===== src/rtl/mul_pipe.sv =====
// Pipelined radix-4 Booth / Wallace-tree multiplier with valid/ready handshake,
// flush and a sideband tag. Produces the full 2*XLEN-bit product for any mix of
// signed/unsigned operands. Pipeline depth (1..3) is set by STAGES.
module mul_pipe #(
    parameter int XLEN   = 32,
    parameter int STAGES = 2,
    parameter int TAG_W  = 4
) (
    input  logic              mul_clk,
    input  logic              mul_reset,
    input  logic              in_valid,
    output logic              in_ready,
    input  logic [XLEN-1:0]   in_x,
    input  logic [XLEN-1:0]   in_y,
    input  logic              in_x_signed,
    input  logic              in_y_signed,
    input  logic [TAG_W-1:0]  in_tag,
    input  logic              flush,
    output logic              out_valid,
    input  logic              out_ready,
    output logic [2*XLEN-1:0] out_result,
    output logic [TAG_W-1:0]  out_tag
);

    localparam int W    = 2 * XLEN;     // product width
    localparam int NPP  = XLEN / 2 + 1; // Booth partial products
    localparam int NROW = NPP + 1;      // plus one row collecting the negation carries

    // Number of 3:2 compressor levels needed to bring NROW rows down to two.
    function automatic int tree_levels(input int rows);
        int n;
        int lv;
        n  = rows;
        lv = 0;
        while (n > 2) begin
            n  = (n / 3) * 2 + n % 3;
            lv = lv + 1;
        end
        return lv;
    endfunction

    localparam int LEVELS = tree_levels(NROW);

    // Handshake
    logic                    advance;
    logic                    accept;

    // Output register
    logic                    out_valid_q;
    logic [W-1:0]            out_result_q;
    logic [TAG_W-1:0]        out_tag_q;

    // Partial-product generation
    logic [W-1:0]            x_ext;
    logic [XLEN+2:0]         y_ext;
    logic [2:0]              booth_grp;
    logic [W-1:0]            booth_mag;
    logic                    booth_neg;
    logic [W-1:0]            neg_row;
    logic [NROW-1:0][W-1:0]  pp_rows;

    // Wallace tree
    logic                    tree_valid;
    logic [TAG_W-1:0]        tree_tag;
    logic [NROW-1:0][W-1:0]  tree_in;
    logic [NROW-1:0][W-1:0]  csa_cur;
    logic [NROW-1:0][W-1:0]  csa_nxt;
    int                      csa_cnt;
    logic [W-1:0]            tree_sum;
    logic [W-1:0]            tree_carry;

    // Final adder
    logic                    add_valid;
    logic [TAG_W-1:0]        add_tag;
    logic [W-1:0]            add_sum;
    logic [W-1:0]            add_carry;
    logic [W-1:0]            product;

    // The whole pipe moves as one; a stalled output freezes every stage behind it.
    assign advance  = ~out_valid_q | out_ready;
    assign in_ready = advance & ~flush & ~mul_reset;
    assign accept   = in_valid & in_ready;

    // Radix-4 Booth recoding: each negative digit is built as ~mag with a +1 placed at
    // the digit's weight in neg_row, so no row needs its own incrementer.
    always_comb begin
        x_ext     = in_x_signed ? {{XLEN{in_x[XLEN-1]}}, in_x} : {{XLEN{1'b0}}, in_x};
        y_ext     = {{2{in_y_signed & in_y[XLEN-1]}}, in_y, 1'b0};
        booth_grp = 3'b000;
        booth_mag = '0;
        booth_neg = 1'b0;
        neg_row   = '0;
        pp_rows   = '0;
        for (int i = 0; i < NPP; i++) begin
            booth_grp = y_ext[2*i +: 3];
            case (booth_grp)
                3'b001, 3'b010: begin booth_mag = x_ext;        booth_neg = 1'b0; end
                3'b011:         begin booth_mag = x_ext << 1;   booth_neg = 1'b0; end
                3'b100:         begin booth_mag = x_ext << 1;   booth_neg = 1'b1; end
                3'b101, 3'b110: begin booth_mag = x_ext;        booth_neg = 1'b1; end
                default:        begin booth_mag = '0;           booth_neg = 1'b0; end
            endcase
            pp_rows[i]   = booth_neg ? ((~booth_mag) << (2 * i)) : (booth_mag << (2 * i));
            neg_row[2*i] = booth_neg;
        end
        pp_rows[NPP] = neg_row;
    end

    generate
        if (STAGES >= 2) begin : g_pp_reg
            logic                   s1_valid_q;
            logic [TAG_W-1:0]       s1_tag_q;
            logic [NROW-1:0][W-1:0] s1_rows_q;

            // Partial-product register; data only loads for real ops.
            always_ff @(posedge mul_clk) begin
                if (mul_reset || flush) begin
                    s1_valid_q <= 1'b0;
                end else if (advance) begin
                    s1_valid_q <= accept;
                    if (accept) begin
                        s1_tag_q  <= in_tag;
                        s1_rows_q <= pp_rows;
                    end
                end
            end

            // Tree consumes the registered partial products.
            always_comb begin
                tree_valid = s1_valid_q;
                tree_tag   = s1_tag_q;
                tree_in    = s1_rows_q;
            end
        end else begin : g_pp_comb
            // Tree consumes the partial products directly.
            always_comb begin
                tree_valid = accept;
                tree_tag   = in_tag;
                tree_in    = pp_rows;
            end
        end
    endgenerate

    // Wallace reduction: each level groups live rows in threes into sum/carry pairs,
    // leftovers pass through, until only sum and carry remain.
    always_comb begin
        csa_cnt = NROW;
        csa_cur = tree_in;
        csa_nxt = '0;
        for (int lv = 0; lv < LEVELS; lv++) begin
            csa_nxt = '0;
            for (int g = 0; g < NROW / 3; g++) begin
                if (g < csa_cnt / 3) begin
                    csa_nxt[2*g]   = csa_cur[3*g] ^ csa_cur[3*g+1] ^ csa_cur[3*g+2];
                    csa_nxt[2*g+1] = ((csa_cur[3*g]   & csa_cur[3*g+1]) |
                                      (csa_cur[3*g]   & csa_cur[3*g+2]) |
                                      (csa_cur[3*g+1] & csa_cur[3*g+2])) << 1;
                end
            end
            for (int k = 0; k < 2; k++) begin
                if (k < csa_cnt % 3) begin
                    csa_nxt[2*(csa_cnt/3)+k] = csa_cur[3*(csa_cnt/3)+k];
                end
            end
            csa_cur = csa_nxt;
            csa_cnt = (csa_cnt / 3) * 2 + csa_cnt % 3;
        end
        tree_sum   = csa_cur[0];
        tree_carry = csa_cur[1];
    end

    generate
        if (STAGES == 3) begin : g_tree_reg
            logic             s2_valid_q;
            logic [TAG_W-1:0] s2_tag_q;
            logic [W-1:0]     s2_sum_q;
            logic [W-1:0]     s2_carry_q;

            // Carry-save register between the tree and the final adder.
            always_ff @(posedge mul_clk) begin
                if (mul_reset || flush) begin
                    s2_valid_q <= 1'b0;
                end else if (advance) begin
                    s2_valid_q <= tree_valid;
                    if (tree_valid) begin
                        s2_tag_q   <= tree_tag;
                        s2_sum_q   <= tree_sum;
                        s2_carry_q <= tree_carry;
                    end
                end
            end

            // Final adder reads the registered carry-save pair.
            always_comb begin
                add_valid = s2_valid_q;
                add_tag   = s2_tag_q;
                add_sum   = s2_sum_q;
                add_carry = s2_carry_q;
            end
        end else begin : g_tree_comb
            // Final adder reads the tree outputs directly.
            always_comb begin
                add_valid = tree_valid;
                add_tag   = tree_tag;
                add_sum   = tree_sum;
                add_carry = tree_carry;
            end
        end
    endgenerate

    assign product = add_sum + add_carry;

    // Output register: reset clears everything, flush only drops the valid bit.
    always_ff @(posedge mul_clk) begin
        if (mul_reset) begin
            out_valid_q  <= 1'b0;
            out_result_q <= '0;
            out_tag_q    <= '0;
        end else if (flush) begin
            out_valid_q  <= 1'b0;
        end else if (advance) begin
            out_valid_q <= add_valid;
            if (add_valid) begin
                out_result_q <= product;
                out_tag_q    <= add_tag;
            end
        end
    end

    assign out_valid  = out_valid_q;
    assign out_result = out_result_q;
    assign out_tag    = out_tag_q;

endmodule


===== config.mk =====
export PLATFORM = sky130hd
export DESIGN_NAME = mul_pipe
export DESIGN_NICKNAME = d
export VERILOG_FILES = /design/src/rtl/mul_pipe.sv
export SDC_FILE = /design/constraint.sdc
export NUM_CORES = 2
export LEC_CHECK = 0
export ABC_AREA = 1
export BUFFER_PORTS_ARGS = -buffer_cell sky130_fd_sc_hd__buf_2
export CAP_MARGIN = 20
export CORE_UTILIZATION = 55
export CTS_CLUSTER_DIAMETER = 50
export DETAILED_ROUTE_END_ITERATION = 8
export HOLD_SLACK_MARGIN = 0.12
export MAX_ROUTING_LAYER = met4
export PLACE_DENSITY = 0.72
export SETUP_SLACK_MARGIN = 0.02
export SKIP_CTS_REPAIR_TIMING = 1
export SLEW_MARGIN = 20
export SYNTH_ARGS = -nofsm -noshare
export SYNTH_HDL_FRONTEND = slang
export SYNTH_SLANG_ARGS = --single-unit

===== constraint.sdc =====
create_clock -name mul_clk -period 19.2 [get_ports mul_clk]
set_input_delay 3.84 -clock mul_clk [delete_from_list [all_inputs] [get_ports mul_clk]]
set_output_delay 3.84 -clock mul_clk [all_outputs]
set_load 0.01 [all_outputs]

==> impl_metrics.csv <==
group,metric,value,unit
setup_path,critical_path_required,15360,ps
outcome,status,"completed",
grt,grt_pass1_wl,231000,um
yosys,synth-xor-area-share,0.0969,
yosys,synth_compound_area_frac,0.0786,
clock_network,cts_sinks,667,
sta,layout_min_cycle_time,8650,ps
yosys,yosys-top-cells-count,"1,062 x inv_1, 597 x edfxtp_1, 572 x nand2_1",
sta,grt_setup_unrepaired,"no",
yosys,seq_area_frac_synth,0.377,
floorplan,initial_core_util,0.557,
setup_path,worstSetupPathType,"input pin to primary output",
floorplan,row_count,111,
routing,avgViaCountPerCell,5.88,
placement,gp_congestion,0.956,
hold_path,min_path_type,"register to register",
yosys,synth.area.top_cells,"edfxtp_1 35%, fa_1 22%, xor2_1 9.2%",
setup_path,crit_path_start,"mul_reset",
routing,firstDrtPassIters,6,
yosys,syn_avg_cell_area,10.2,sq um
clock_network,cts_tree,"yes",
finish,final_cells,6367,
grt,gr-usage-all-layers,0.341,
finish,drive_gt1_frac,0.0920,
yosys,async_flop_share,0,
setup_path,cp_max_fo,56,
setup_path,critPathArrivalTime,4810,ps
yosys,synth_top_area_cell,"edfxtp_1",
sta,worst_hold_slack,481,ps
sta,fmax,0.116,GHz
setup_path,startpoint_type,"input pin",
setup_path,end_kind,"primary output",
clock_network,cts-buffers-inserted,90,
yosys,syn_nets,5838,
yosys,synthCells,5024,
yosys,yosys.area_share.adder,0.264,
grt,grt_pass1_vias,37799,
flow_run,maxCapViolCount,0,
placement,port_buffers,144,
sta,hold_violations,0,
yosys,ys_warn_count,0,
clock_network,clk_path_buf_depth,3,
sta,slew_headroom,0.221,
placement,dpl.cell_count,6196,
setup_path,rr_startpoint,"g_pp_reg.s1_rows_q[62]$_DFFE_PP_",
hold_path,hold_path_startpoint,"add_tag[2]$_DFFE_PP_",
hold_path,hold_path_depth,2,
grt,grt_max_degree,184,
routing,drc,0,
yosys,synth-seq-cells,667,
sta,finalClockSkew,39.5,ps
routing,num_vias,37418,
sta,setup_tns,0,ps
sta,drv_slew,0,
yosys,synth_top_family_by_area,"adder cells",
sta,tightest_slew,1160,ps
grt,antenna_found_initial,2,
yosys,synth_area,51300,sq um
floorplan,die_h,307,um
sta,min_period_over_period,0.450,
placement,place_hpwl,105000,um
routing,wire_per_inst,24.3,um
setup_path,rrSetupSlack,12360,ps
routing,ant_nets,0,
routing,drt-total-wl,155000,um
yosys,synth.mux.area_fraction,0,
clock_network,clock_latency,680,ps
yosys,synth_most_common_cell,"inv_1",
yosys,synth.top_cell.area_share,0.349,
floorplan,die_area,94500,sq um
clock_network,clk_pin_slew_worst_paths,60,ps
floorplan,io_pins,145,
finish,area_growth,9.40,%
routing,drt_iter0_drc,5043,
setup_path,r2r-end,"out_result[57]$_SDFFE_PP0P_",
yosys,synthSimpleGateAreaFrac,0.0844,
floorplan,core_area,92100,sq um
floorplan,fp.dieW,307,um
yosys,synth_edf_count,597,
setup_path,worstRegToRegCells,21,
sta,setup_viol,0,
finish,nets,5861,
grt,overflow,0,
yosys,synth_cell_types,43,
hold_path,hold_end,"out_tag[2]$_SDFFE_PP0P_",
clock_network,h-tree-depth,3,
clock_network,cts-root-buf,"clkbuf_16",
yosys,synth-main-ff-cell,"edfxtp_1",
[cell families (layout without fill, tap and decap cells)]
| group | after synthesis | in the layout |
|---|---|---|
| xor+xnor | 568 | 568 |
| compound gates | 667 | 667 |
| other cells | 1 | 6 |
| simple gates | 1039 | 1039 |
| buf+inv | 1343 | 1438 |
| flops | 667 | 667 |
| fa+ha+maj | 739 | 739 |
[state kept, by name, summed over array words and instances (netlist names)]
| signal | count |
|---|---|
| add_tag | 4 |
| add_valid | 1 |
| out_valid | 1 |
| g_pp_reg.s1_rows_q | 593 |
| out_result | 64 |
| out_tag | 4 |
[cells in the final DEF (no fill, tap or decap), types with 20 or more instances in the layout]
cell type / synthesis / final
fa_1: 570 / 570
nand2_1: 572 / 572
edfxtp_1: 597 / 597
clkbuf_16: 0 / 92
xor2_1: 540 / 540
a21oi_1: 68 / 68
inv_2: 6 / 32
o21ai_0: 49 / 49
nand2_2: 20 / 20
nand3_1: 77 / 77
inv_1: 1062 / 1025
ha_1: 169 / 169
nor2_2: 39 / 26
clkinv_1: 3 / 29
buf_4: 0 / 54
buf_2: 69 / 144
dfxtp_1: 70 / 70
xnor2_1: 28 / 28
nor2_1: 281 / 281
o22ai_1: 511 / 511
[per-stage QoR]
step	setup WS, ps	instance area (sq um)	util
after floorplan	2270	51300	-
after global placement	10540	53100	0.577
after detailed placement	10560	53100	0.577
after CTS	10560	56100	0.609
after global routing	10440	56100	0.610
final	10550	56100	0.610
[how the worst max path moves through the flow]
stage | to | slack, ps | depth (start not counted)
after detailed placement | in_ready | 10560 | 6
after global routing | in_ready | 10440 | 6
after CTS | in_ready | 10560 | 6
after floorplan | add_tag[0]$_DFFE_PP_ | 2270 | 6
final | in_ready | 10550 | 6
after global placement | in_ready | 10540 | 6
[cell type report]
| type | instances | area (sq um) |
|---|---|---|
| clock buffers | 99 | 2340 |
| well taps | 1243 | 1560 |
| inverters | 1071 | 4030 |
| clock inverters | 65 | 607 |
| multi-input cells | 3014 | 27000 |
| repair buffers | 203 | 1230 |
| flip-flops and latches | 667 | 19300 |
| diodes | 5 | 12.5 |
| fillers | 7411 | 35900 |
[metal layers]
layer  wire [um]  vias up  share of wire  global-route usage
li1            -    16060              -                   -
met4        5070        0          0.033               0.120
met5           0        -              0                   -
met2       69200     2631           0.45               0.510
met3       20700      375           0.13              0.0828
met1       60000    18352           0.39               0.455
[critical path, cell delays in order]
cell,delay (ps)
buf_2,80
buf_4,460
nor2_1,80
inv_1,120
nor2_1,60
buf_2,150
Power is left out: the tool's default activity adds up to more than one toggle a clock period on the data nets, which glitch-free logic cannot reach.
